--- src/rtl/hht_pkg.sv ---
// Shared definitions for the HHT sparse-column dot-product controller:
// FSM state encoding and default sizes.
package hht_pkg;

  localparam int DW_DEFAULT     = 32;
  localparam int V_SIZE_DEFAULT = 16;

  typedef enum logic [1:0] {
    IDLE      = 2'd0,
    FETCH_IDX = 2'd1,
    FETCH_VAL = 2'd2,
    DONE      = 2'd3
  } state_t;

endpackage

--- src/rtl/hht_mac.sv ---
// Registered multiply-accumulate. The product keeps only the low DW bits,
// so the accumulator wraps mod 2^DW. A clear takes priority over enable.
module hht_mac
  import hht_pkg::*;
#(
  parameter int DW = DW_DEFAULT
) (
  input  logic          clk,
  input  logic          rst,
  input  logic          clr,
  input  logic          en,
  input  logic [DW-1:0] a,
  input  logic [DW-1:0] b,
  output logic [DW-1:0] acc
);

  logic [DW-1:0] prod;

  assign prod = a * b;

  // Accumulator: cleared on reset or clr, adds a*b when enabled
  always_ff @(posedge clk or posedge rst) begin
    if (rst)      acc <= '0;
    else if (clr) acc <= '0;
    else if (en)  acc <= acc + prod;
  end

endmodule

--- src/rtl/hht_control.sv ---
// Sparse-column dot-product controller. Walks (index, value) word pairs of a
// column in memory port 1, fetches v[index] from memory port 2 and
// accumulates value * v[index]. Out-of-range indices contribute zero and
// set the sticky idx_err flag.
// Optional feature macro: HHT_NORM_EN adds the norm_sq output (sum of value^2).
//
// state     | meaning
// ----------+-------------------------------------------------------------
// IDLE      | waiting for RD; latches bases and csize on start
// FETCH_IDX | addr1 points at the index word of pair k; index registered
// FETCH_VAL | addr1 at value word, addr2 at v[index]; accumulate, k++
// DONE      | one-cycle done pulse, then back to IDLE
module hht_control
  import hht_pkg::*;
#(
  parameter int V_SIZE = V_SIZE_DEFAULT,
  parameter int DW     = DW_DEFAULT
) (
  input  logic          Clk,
  input  logic          Rst,
  input  logic [DW-1:0] v_values_base,
  input  logic [DW-1:0] wdata_col_base,
  output logic [DW-1:0] addr1,
  output logic [DW-1:0] addr2,
  input  logic [DW-1:0] dataIn1,
  input  logic [DW-1:0] dataIn2,
  input  logic [DW-1:0] csize,
`ifdef HHT_NORM_EN
  output logic [DW-1:0] norm_sq,
`endif
  input  logic          RD,
  output logic [DW-1:0] result,
  output logic          done,
  output logic          idx_err
);

  state_t        state, state_nxt;
  logic [DW-1:0] col_base;
  logic [DW-1:0] v_base;
  logic [DW-1:0] npairs;
  logic [DW-1:0] k;
  logic [DW-1:0] index;
  logic          start;
  logic          last_pair;
  logic          idx_ok;
  logic          acc_en;
  logic [DW-1:0] v_term;

  assign start     = (state == IDLE) && RD;
  // pair k is the last one when 2(k+2) > csize, i.e. k+1 >= floor(csize/2)
  assign last_pair = ((k + DW'(1)) >= npairs);
  assign idx_ok    = (index < DW'(V_SIZE));
  assign acc_en    = (state == FETCH_VAL);
  assign v_term    = idx_ok ? dataIn2 : '0;

  // State register
  always_ff @(posedge Clk or posedge Rst) begin
    if (Rst) state <= IDLE;
    else     state <= state_nxt;
  end

  // Next-state logic and done pulse
  always_comb begin
    state_nxt = state;
    done      = 1'b0;
    case (state)
      IDLE: begin
        if (RD) state_nxt = (csize < DW'(2)) ? DONE : FETCH_IDX;
      end
      FETCH_IDX: state_nxt = FETCH_VAL;
      FETCH_VAL: state_nxt = last_pair ? DONE : FETCH_IDX;
      DONE: begin
        done      = 1'b1;
        state_nxt = IDLE;
      end
      default: state_nxt = IDLE;
    endcase
  end

  // Run parameters, pair counter, registered addresses and error flag
  always_ff @(posedge Clk or posedge Rst) begin
    if (Rst) begin
      col_base <= '0;
      v_base   <= '0;
      npairs   <= '0;
      k        <= '0;
      index    <= '0;
      addr1    <= '0;
      addr2    <= '0;
      idx_err  <= 1'b0;
    end else begin
      case (state)
        IDLE: begin
          if (RD) begin
            col_base <= wdata_col_base;
            v_base   <= v_values_base;
            npairs   <= {1'b0, csize[DW-1:1]};
            k        <= '0;
            idx_err  <= 1'b0;
            // an empty run leaves the addresses untouched
            if (csize >= DW'(2)) addr1 <= wdata_col_base;
          end
        end
        FETCH_IDX: begin
          index <= dataIn1;
          addr1 <= col_base + (k << 1) + DW'(1);
          addr2 <= v_base + dataIn1;
        end
        FETCH_VAL: begin
          if (!idx_ok) idx_err <= 1'b1;
          k <= k + DW'(1);
          if (!last_pair) addr1 <= col_base + ((k + DW'(1)) << 1);
        end
        default: ;
      endcase
    end
  end

  hht_mac #(.DW(DW)) u_mac_dot (
    .clk (Clk),
    .rst (Rst),
    .clr (start),
    .en  (acc_en),
    .a   (dataIn1),
    .b   (v_term),
    .acc (result)
  );

`ifdef HHT_NORM_EN
  hht_mac #(.DW(DW)) u_mac_norm (
    .clk (Clk),
    .rst (Rst),
    .clr (start),
    .en  (acc_en),
    .a   (dataIn1),
    .b   (dataIn1),
    .acc (norm_sq)
  );
`endif

endmodule

--- config.mk ---
export PLATFORM = sky130hd
export DESIGN_NAME = hht_control
export DESIGN_NICKNAME = d
export VERILOG_FILES = /design/src/rtl/hht_pkg.sv /design/src/rtl/hht_mac.sv /design/src/rtl/hht_control.sv
export SDC_FILE = /design/constraint.sdc
export NUM_CORES = 2
export LEC_CHECK = 0
export BUFFER_PORTS_ARGS = -buffer_cell sky130_fd_sc_hd__buf_2
export CAP_MARGIN = 20
export CORE_MARGIN = 1.5
export CORE_UTILIZATION = 63
export CTS_CLUSTER_SIZE = 12
export DETAILED_ROUTE_END_ITERATION = 12
export GPL_ROUTABILITY_DRIVEN = 0
export MAX_ROUTING_LAYER = met4
export PLACE_DENSITY = 0.83
export SLEW_MARGIN = 20
export SYNTH_ARGS = -nofsm -noshare
export SYNTH_HDL_FRONTEND = slang
export SYNTH_HIERARCHICAL = 1
export SYNTH_SLANG_ARGS = --single-unit
export TNS_END_PERCENT = 1
--- constraint.sdc ---
create_clock -name Clk -period 10.3 [get_ports Clk]
set_input_delay 2.06 -clock Clk [delete_from_list [all_inputs] [get_ports Clk]]
set_output_delay 2.06 -clock Clk [all_outputs]
set_load 0.01 [all_outputs]
==> metrics <==
Clock transition at path regs 60 ps; met1 Track Usage GR 46.4%; Max VDD drop 0.000199 V; hold_buf cts 0; outcome finished clean; post-cts sizing count 0; setup TNS 0 ps; Initial DRC Count 2351; GRT met3 Usage 6.27%; Tmin final 9460 ps; die footprint 0.0547 mm²; Area contributors post-synth fa_1 26%, dfrtp_1 19%, ha_1 9.4%, and2_1 6.7%, inv_1 6.3%; gr busiest metal met2; Mapped Nets 4507; post-detail-place hpwl 71.2 mm; leak pwr 18.1 nW; critical path class reg -> reg; DR vias between 20000 and 30000; DIE WIDTH 234 µm; top_reg_cell synth dfrtp_1; RSZ-0062 raised after global routing false; die height about 230 µm; switching power total 0.00269 W; Crit Path Max Fanout 31; WP depth 31; H-tree lvl count 1; slowest library cell on the worst path and2_1; post-synth cell types 80; GRT Total Usage 35.3%; top-count cell post-synth inv_1; asr flop ratio synth 100%; hold path depth 2; Final Max Slew Viols 0; post-CTS setup buffers 0; post-synthesis sequential area ratio a little under a fifth; Post-Syn Area per Cell 9.19 µm²; root buffer cell clkbuf_16; max cap viols 0; number of port buffers 259; first-pass GRT wire length roughly 150 mm; vias in the first global route roughly 28000; total congestion overflow 0; starting density of the core 63.9%; pwr dens 169 mW/mm²; Reg power frac 28.1%; CP startpoint kind flop; Area after DPL 0.0353 mm²; Int Power 0.00344 W; Final Hold Viols 0; Crit path buffers/inverters 8; Row Count 84; Yosys top cell by area fa_1; WP data required 10760 ps; CP arrival 9920 ps; top cells by count, synth 563 x inv_1, 441 x fa_1, 389 x nand2_1, 359 x and2_1, 254 x dfrtp_1; area grow syn2layout 8.20%; CTS tree built; M2 GR Usage 54.6%; Total Routed Length roughly 92 mm; Final Cycle Share 91.8%; share of cells above drive strength 1 between 10% and 20%; delay-heaviest family, CP adder cells; Worst-Skew Late Latency 590 ps; Sink Count 254; fill count slightly below 4000; R2R depth 31; most used cell along the critical path fa_1; number of flops mapped to enable cells by yosys 0; slew margin rel. 23.3%; Yosys top cell area share 26.3%; Sw Ratio 43.9%; Final Cell Area 0.0363 mm²; Fmax between 100 and 150 MHz; First-pass DRT Iterations 8; initial antenna violation count 4; CP endpoint kind flop; Post-Synthesis Cell Area 0.0336 mm²; DRC errors left 0; Worst Tran Pin Value 1150 ps; clock skew 12.3 ps; min-delay worst type reg -> reg; clock buffer depth 3; Final Setup Violations 0; final net count 4652; per-cell routed wire length between 20 and 25 µm; largest net degree at the start of global routing around 110; Core ar. 0.0526 mm²; combinational share of power 53.6%; YS warnings 6; Clk network pwr share approximately 18%; Syn Inst Count 3650; Synth Register Bits 254; total CTS buffers 29; worst hold slack 478 ps; via density per instance 6.03; I/O Pins 261; final antenna-violating net count 0; CP max stage delay approximately 950 ps
## cell type report
class | instances | area, µm² | share of cell area (%)
flip-flops and latches | 254 | 6360 | 17.5
clock inverters | 11 | 201 | 0.555
well taps | 688 | 861 | 2.37
diodes | 4 | 10.0 | 0.0276
clock buffers | 39 | 823 | 2.27
multi-input cells | 2660 | 24400 | 67.3
inverters | 565 | 2130 | 5.87
repair buffers | 285 | 1490 | 4.11
## cells in the final DEF (no fill, tap or decap), types with 26 or more instances in the layout
cell,count
buf_2,259
a21o_1,60
xor2_1,53
fa_1,441
dfrtp_1,254
clkbuf_16,29
ha_1,251
nand3_1,55
o21ai_0,138
nor2_1,137
nand2_1,389
buf_4,26
and2_1,359
xnor2_1,127
inv_1,562
a21oi_1,120
mux2_2,118
## sequential cells by signal, summed over array words and instances (netlist names), 28 cells and up
name           flops
addr1             32
addr2             32
col_base          32
index             28
k                 32
npairs            31
u_mac_dot/acc     32
v_base            32
## final timing paths
kind	from	endpoint	slack, ps
min reg2reg	addr1[24]	addr1[24]	480
max	index[6]	u_mac_dot/acc[28]	840
max in group asynchronous	Rst	v_base[15]	6580
max reg2reg	index[6]	u_mac_dot/acc[28]	840
min in group asynchronous	Rst	addr1[10]	1650
min	addr1[24]	addr1[24]	480
## metrics by stage
stage / setup slack (ps) / instances / utilization, % / total power (W)
detailed placement: 765 / 4452 / 67.1 / 0.00493
global placement: 818 / 4452 / 67.1 / 0.00482
CTS: 964 / 4502 / 69.1 / 0.00609
global route: 321 / 4506 / 69.1 / 0.00653
finish: 841 / 4506 / 69.1 / 0.00613
floorplan: 1640 / 3650 / - / 0.00400
## cell families after synthesis
| group | share of synthesized area [%] |
|---|---|
| simple gates | 16.1 |
| flops | 18.9 |
| xor+xnor | 4.70 |
| compound gates | 11.5 |
| mux | 4.68 |
| fa+ha+maj | 35.7 |
| buf+inv | 8.34 |
## layer usage
metal / vias to the layer above / share of wire (%) / routed length, µm
met3: 251 / 9.3 / 8480
met1: 13500 / 40 / 36700
li1: 12100 / - / -
met4: 0 / 4.2 / 3860
met5: - / 0 / 0
met2: 1398 / 46 / 42400
## power by group through the flow
stage	logic [W]	clock network, W	registers [W]
finish	0.00329	0.00112	0.00172
global route	0.00360	0.00117	0.00176
CTS	0.00325	0.00113	0.00171
detailed placement	0.00321	0	0.00172
global placement	0.00311	0	0.00171
floorplan	0.00231	0	0.00169
## worst reg2reg max path, delay by kind of cell, from the launching register on
| kind | cells | cell delay [ps] |
|---|---|---|
| multiplexers | 1 | 350 |
| AND/OR/NAND/NOR | 9 | 2910 |
| adder cells (fa/ha/maj) | 9 | 4270 |
| flip-flops | 1 | 390 |
| AO/OA/AOI/OAI | 4 | 640 |
| buffers and inverters | 8 | 790 |
No activity file was read; power rests on OpenSTA's default activity.
